$ cat src/rtl/seg7_scan_driver.sv
// Time-multiplexed driver for a common-anode 4-digit 7-segment display.
// Inputs are snapshotted once per frame; all outputs are registered and active-low.
module seg7_scan_driver #(
  parameter int DIGIT_TICKS  = 100_000,
  parameter int BLANK_TICKS  = 1_000,
  parameter int BLINK_FRAMES = 125
) (
  input  logic        clk,
  input  logic        reset,
  input  logic [19:0] seg_data,
  input  logic [3:0]  blink_mask,
  input  logic [3:0]  dp_mask,
  output logic [3:0]  an,
  output logic [6:0]  seg,
  output logic        dp,
  output logic        frame_start
);

  localparam int TW = $clog2(DIGIT_TICKS);
  localparam int FW = (BLINK_FRAMES > 1) ? $clog2(BLINK_FRAMES) : 1;
  localparam logic [TW-1:0] TICK_MAX  = TW'(DIGIT_TICKS - 1);
  localparam logic [TW-1:0] BLANK_END = TW'(BLANK_TICKS);
  localparam logic [FW-1:0] FRAME_MAX = FW'(BLINK_FRAMES - 1);

  logic          running_reg;
  logic [TW-1:0] tick_reg, tick_next;
  logic [1:0]    slot_reg, slot_next;
  logic [FW-1:0] frame_cnt_reg, frame_cnt_next;
  logic          blink_phase_reg, blink_phase_next;
  logic [19:0]   snap_data_reg;
  logic [3:0]    snap_blink_reg, snap_dp_reg;
  logic [3:0]    an_reg, an_next;
  logic [6:0]    seg_reg, seg_next;
  logic          dp_reg, dp_next;
  logic          frame_start_reg, frame_start_next;

  logic          tick_wrap;
  logic          frame_end;
  logic [1:0]    digit_idx;
  logic [4:0]    cur_code;
  logic [6:0]    glyph;
  logic          blanked;
  logic [4:0]    code_arr [4];

  for (genvar gi = 0; gi < 4; gi++) begin : g_code
    assign code_arr[gi] = snap_data_reg[5*gi +: 5];
  end

  // Counters hold at zero for one cycle after reset so that the first cycle
  // after release is a complete frame boundary with frame_start high.
  always_comb begin
    tick_wrap        = (tick_reg == TICK_MAX);
    tick_next        = (!running_reg || tick_wrap) ? '0 : tick_reg + TW'(1);
    slot_next        = (running_reg && tick_wrap) ? slot_reg + 2'd1 : slot_reg;
    frame_end        = running_reg && tick_wrap && (slot_reg == 2'd3);
    frame_start_next = (tick_next == '0) && (slot_next == 2'd0);
    frame_cnt_next   = frame_cnt_reg;
    blink_phase_next = blink_phase_reg;
    if (frame_end) begin
      if (frame_cnt_reg == FRAME_MAX) begin
        frame_cnt_next   = '0;
        blink_phase_next = ~blink_phase_reg;
      end else begin
        frame_cnt_next = frame_cnt_reg + FW'(1);
      end
    end
  end

  always_comb begin
    digit_idx = 2'd3 - slot_reg;
    cur_code  = code_arr[digit_idx];
    case (cur_code)
      5'd0:    glyph = 7'b1000000;
      5'd1:    glyph = 7'b1111001;
      5'd2:    glyph = 7'b0100100;
      5'd3:    glyph = 7'b0110000;
      5'd4:    glyph = 7'b0011001;
      5'd5:    glyph = 7'b0010010;
      5'd6:    glyph = 7'b0000010;
      5'd7:    glyph = 7'b1111000;
      5'd8:    glyph = 7'b0000000;
      5'd9:    glyph = 7'b0010000;
      5'd15:   glyph = 7'b1000001;
      5'd16:   glyph = 7'b0001100;
      5'd17:   glyph = 7'b0100011;
      5'd19:   glyph = 7'b0100001;
      5'd20:   glyph = 7'b0101011;
      default: glyph = 7'b1111111;
    endcase
  end

  always_comb begin
    blanked  = blink_phase_reg && snap_blink_reg[digit_idx];
    seg_next = blanked ? 7'b1111111 : glyph;
    dp_next  = blanked ? 1'b1 : ~snap_dp_reg[digit_idx];
    an_next  = 4'b1111;
    if (tick_reg >= BLANK_END) begin
      an_next[digit_idx] = 1'b0;
    end
  end

  always_ff @(posedge clk or negedge reset) begin
    if (!reset) begin
      running_reg     <= 1'b0;
      tick_reg        <= '0;
      slot_reg        <= 2'd0;
      frame_cnt_reg   <= '0;
      blink_phase_reg <= 1'b0;
      snap_data_reg   <= {4{5'd31}};
      snap_blink_reg  <= 4'b0000;
      snap_dp_reg     <= 4'b0000;
      an_reg          <= 4'b1111;
      seg_reg         <= 7'b1111111;
      dp_reg          <= 1'b1;
      frame_start_reg <= 1'b0;
    end else begin
      running_reg     <= 1'b1;
      tick_reg        <= tick_next;
      slot_reg        <= slot_next;
      frame_cnt_reg   <= frame_cnt_next;
      blink_phase_reg <= blink_phase_next;
      an_reg          <= an_next;
      seg_reg         <= seg_next;
      dp_reg          <= dp_next;
      frame_start_reg <= frame_start_next;
      if (frame_start_reg) begin
        snap_data_reg  <= seg_data;
        snap_blink_reg <= blink_mask;
        snap_dp_reg    <= dp_mask;
      end
    end
  end

  assign an          = an_reg;
  assign seg         = seg_reg;
  assign dp          = dp_reg;
  assign frame_start = frame_start_reg;

endmodule

$ cat config.mk
export PLATFORM = sky130hd
export DESIGN_NAME = seg7_scan_driver
export DESIGN_NICKNAME = d
export VERILOG_FILES = /design/src/rtl/seg7_scan_driver.sv
export SDC_FILE = /design/constraint.sdc
export NUM_CORES = 1
export LEC_CHECK = 0
export ABC_AREA = 1
export CAP_MARGIN = 40
export CORE_MARGIN = 10
export CORE_UTILIZATION = 40
export DETAILED_ROUTE_END_ITERATION = 8
export SLEW_MARGIN = 40
export SYNTH_ARGS = -nofsm -noshare
export SYNTH_HDL_FRONTEND = slang
export SYNTH_SLANG_ARGS = --single-unit
$ cat constraint.sdc
create_clock -name clk -period 5.4 [get_ports clk]
set_input_delay 1.08 -clock clk [delete_from_list [all_inputs] [get_ports clk]]
set_output_delay 1.08 -clock clk [all_outputs]
set_load 0.1 [all_outputs]
Yosys cells after proc, flatten, opt, wreduce, memory -nomap -nowiden
Memory sizes are Yosys's and may differ from the RTL's.
Index checks and enable logic that the tools add are counted.

storage, ports and cells
  bits in latches = 0
  register bits = 69
  RAM bits = 0
  output and inout bits = 13
  bits in read-only memories = 224
  word-level logic and storage cells = 53
  memories kept = 1
  bits of input ports = 30

memory list
  memory            words  width  read ports  clocked after memory_dff  wr ports  RTL line  source
  (name not given)  32     7      1           0                         0         72        case (cur_code)

cells by class
  div/mod/pow operators = 0
  add/subtract/negate cells = 4
  bitwise logic cells = 4
  $lt $le $gt $ge = 4
  reduce and logical (&&, ||, !) cells = 10
  shift operators = 0
  multiplexer cells = 15
  equal/unequal tests = 3
  $mul = 0

operators by type and width
  kind                                                    number
  adder 17 x 1 -> 17 bit (second input constant)          1
  == test 17 bit (second input constant)                  1
  >= comparator 17 x 10 -> 1 bit (second input constant)  1
  logical NOT 17 bit                                      1
  two-way mux 17 bit                                      1
  two-way mux 7 bit                                       2
  binary-select mux 5 bit (select 2 bit)                  1
  two-way mux 5 bit                                       2
  adder 7 x 1 -> 7 bit (second input constant)            1
  == test 7 bit (second input constant)                   1
  logical AND 1 bit                                       5
  binary-select mux 1 bit (select 2 bit)                  2
  two-way mux 1 bit                                       4
  two-way mux 4 bit                                       1
  NOT 4 bit                                               1
  >= comparator 3 bit (second input constant)             1
  < comparator 2 x 3 -> 1 bit (second input constant)     1
  NOT 2 -> 3 bit                                          1
  adder 2 x 1 -> 2 bit (second input constant)            1
  demux 1 bit (select 2 bit)                              1
  == test 2 bit (second input constant)                   1
  >= comparator 2 x 1 -> 1 bit (second input constant)    1
  logical NOT 2 bit                                       1
  two-way mux 2 bit                                       1
  5 further kinds                                         6

Logic depth before layout (Yosys ltp)
  depth in word-level cells = 7
  gate-level depth with buffers = 12
  mapped depth without buffers = 12

Worst setup path before layout
OpenSTA, ideal clock, no wires.

  path kind = reg-to-output
  start = register frame_start_reg (netlist: frame_start)
  end = output port frame_start
  data required time = 4,320 ps
  arrival time = 896 ps
  cell stages (with the launch flop) = 1
  setup slack = 3,424 ps
  buffers on the path = 0
  path through = dfrtp_1

RTL lines
  what                    RTL line  source
  start, declared         35        logic frame_start_reg, frame_start_next;
  start signal, assigned  125       frame_start_reg <= frame_start_next;
  end, declared           16        output logic frame_start

No word-level cell between the ends.

Worst setup path in the final report
  start = register frame_start_reg (netlist: frame_start)
  end = output port frame_start

No word-level cell between the ends.

==> flow_summary.ini <==
[global_routing]
grt_start_max_net_pins = 48
grt_overflow = 0
grt_pass1_wl_um = 14000
grtUsageTotal_pct = 12.7
grt_pass1_vias = 2950
antenna_found_initial = 0

[layout]
fill_cells = 889
finalCoreUtilization_pct = 47.6
antennaDiodeCount = 0
largest_reg_flops = 20
layout.nets = 541
seqCellArea_mm2 = 0.00177
final_layout_size_suffix_gt1_share_pct = 19.6
multi_input_area_mm2 = 0.00170
area_delta_synth_final_pct = 16.9

[worst_hold_path]
hold_path_class = reg -> reg

[clock_network]
cts_setup_buffers = 0
post_cts_resized = 0
cts_hold_buf = 0
clk_path_buf_depth = 2
cts.sinks = 69
cts_tree = done
root_buffer = clkbuf_8
cts_max_level = 3
cts_made_buffers = 9
clkTransAtPathRegs_ps = 80
clkLatencyLatePin_ps = 350

[run]
maxCapViolations = 0

[drt]
wire_per_inst_um = 13.5
vias_per_cell = 4.91
vias = 3002
detail-route-antenna-nets = 0
dr.pass1.iters = 4
drt_wl_total_um = 8250
drt-initial-drc-count = 139
drc = 0

[logic_synthesis]
ys_seq_area_share_pct = 47.1
yosysWarnings = 0
synthCells = 452
ys_types = 36
synth_nets = 497
synth_area_per_cell_um2 = 8.29
synthesis.area_mm2 = 0.00375
ys_ff_latch = 69

[timing]
fmax_mhz = 378
rsz0062_at_grt = no
tns_ps = 0
clock_skew_ps = 8.99
tightest_slew_ps = 574
timing.final.crit_share_pct = 49.0
relSlewSlack_pct = 61.8
slew_violations = 0
setup_viol = 0
fin_crit_ps = 2640
hold_viol = 0

[die]
initial_core_util_pct = 40.7
die_h_um = 117
die_w_um = 117
die-area_mm2 = 0.0136
core_mm2 = 0.00920
ios = 43
rows = 35

[pwr]
internal-power_uw = 882
power.share.clock_pct = 30.0
p_leak_uw = 0.00196
vdd_drop_max_v = 0.000205
p_sw_share_pct = 35.6
p_comb_share_pct = 25.0
seqPwrFrac_pct = 45.0
p_per_area_mw_per_mm2 = 313
switching_power_uw = 489

[worst_setup_path]
end_kind = output port
cp_data_required_time_ps = 4320
start_kind = register
worst-path-max-fanout = 45
crit_arrival_ps = 1560
ff2ff_setup_slack_ps = 3190
critPathKind = reg -> out

[run_status]
status = finished clean

[placement]
hpwl_um = 6100
io_buffers = 42
place_congestion = 0.904
## area by class of cell
class                      instances  share of cell area [%]
sequential                        69                    40.3
multi-input combinational        315                    38.9
timing repair buffer              44                    8.34
inverter                          57                    4.88
clock buffer                      10                    3.40
tap                              111                    3.17
clock inverter                     6                   0.999
## final timing paths
| path | startpoint | end | cells past startpoint |
|---|---|---|---|
| worst max-delay path | frame_start | frame_start | 2 |
| worst min-delay path | snap_data_reg[18] | snap_data_reg[18] | 2 |
| worst max register to register | slot_reg[1] | seg[6] | 10 |
| worst min register to register | snap_data_reg[18] | snap_data_reg[18] | 2 |
| max in group asynchronous | reset | slot_reg[0] | 2 |
| min in group asynchronous | reset | tick_reg[14] | 1 |
## power by group through the flow
stage	clock (uW)	combinational (uW)	sequential [uW]
floorplan	0	125	769
global placement	0	362	626
detailed placement	0	345	627
CTS	424	346	618
global route	448	375	624
finish	411	343	617
## logic make-up (layout without fill, tap and decap cells)
| family | Yosys count | in the layout | share of synthesized area [%] |
|---|---|---|---|
| xor+xnor | 9 | 9 | 2.10 |
| compound gates | 75 | 75 | 10.5 |
| mux | 12 | 12 | 3.61 |
| other cells | 1 | 1 | 0.100 |
| buf+inv | 68 | 117 | 7.41 |
| simple gates | 203 | 203 | 24.1 |
| fa+ha+maj | 15 | 15 | 5.01 |
| flops | 69 | 69 | 47.1 |
## worst max-delay path, cell delays in order, from the launching register on
cell	delay (ps)
dfrtp_1	330
buf_4	370
buf_2	510
## layer usage
layer  track usage, %  part of all wire (%)  up-vias
met3             3.21                   5.0        8
met2             19.2                    44       55
met4             4.70                   1.3        0
li1                 -                     -     1553
met5                0                     0        -
met1             17.2                    50     1386
## layout by cell type, fill, tap and decap left out, types with 3 or more instances in the layout
master	Yosys	final
a21oi_1	25	25
buf_2	3	14
clkbuf_8	0	9
clkdlybuf4s50_1	0	28
dfrtp_1	37	36
dfstp_2	32	32
ha_1	15	15
inv_1	49	49
inv_2	7	7
mux2_2	12	12
nand2_1	98	98
nand2_2	3	3
nand3_1	29	29
nand4_1	9	9
nor2_1	46	46
nor2_2	4	4
nor3_1	3	3
o21ai_0	44	44
xnor2_1	3	3
xor2_1	6	6
## Yosys cell counts (all sizes together)
master / n / area [um2]
xor2: 6 / 52.6
xnor2: 3 / 26.3
nand3: 31 / 173
nor3: 4 / 25.0
nand2: 102 / 398
dfrtp: 37 / 926
a31oi: 1 / 6.26
and2: 1 / 6.26
a21oi: 25 / 125
nor2: 52 / 220
mux2: 12 / 135
dfstp: 32 / 841
inv: 56 / 210
buf: 7 / 48.8
or2: 1 / 6.26
o211ai: 2 / 15.0
ha: 15 / 188
a32oi: 1 / 16.3
clkinv: 1 / 3.75
nor4: 2 / 12.5
nand3b: 1 / 7.51
clkbuf: 4 / 15.0
o21ai: 46 / 230
nand4: 9 / 56.3
conb: 1 / 3.75
## stage by stage
step | instance area (um2) | std cells | hold slack (ps) | setup slack, ps | total power [uW]
floorplan | 3750 | 452 | 454 | 3420 | 894
global placement | 4250 | 596 | 468 | 2390 | 988
detailed placement | 4190 | 596 | 470 | 3110 | 972
CTS | 4380 | 612 | 484 | 2710 | 1390
global route | 4380 | 612 | 508 | 2660 | 1450
finish | 4380 | 612 | 483 | 2760 | 1370
No activity file was read; power rests on OpenSTA's default activity.
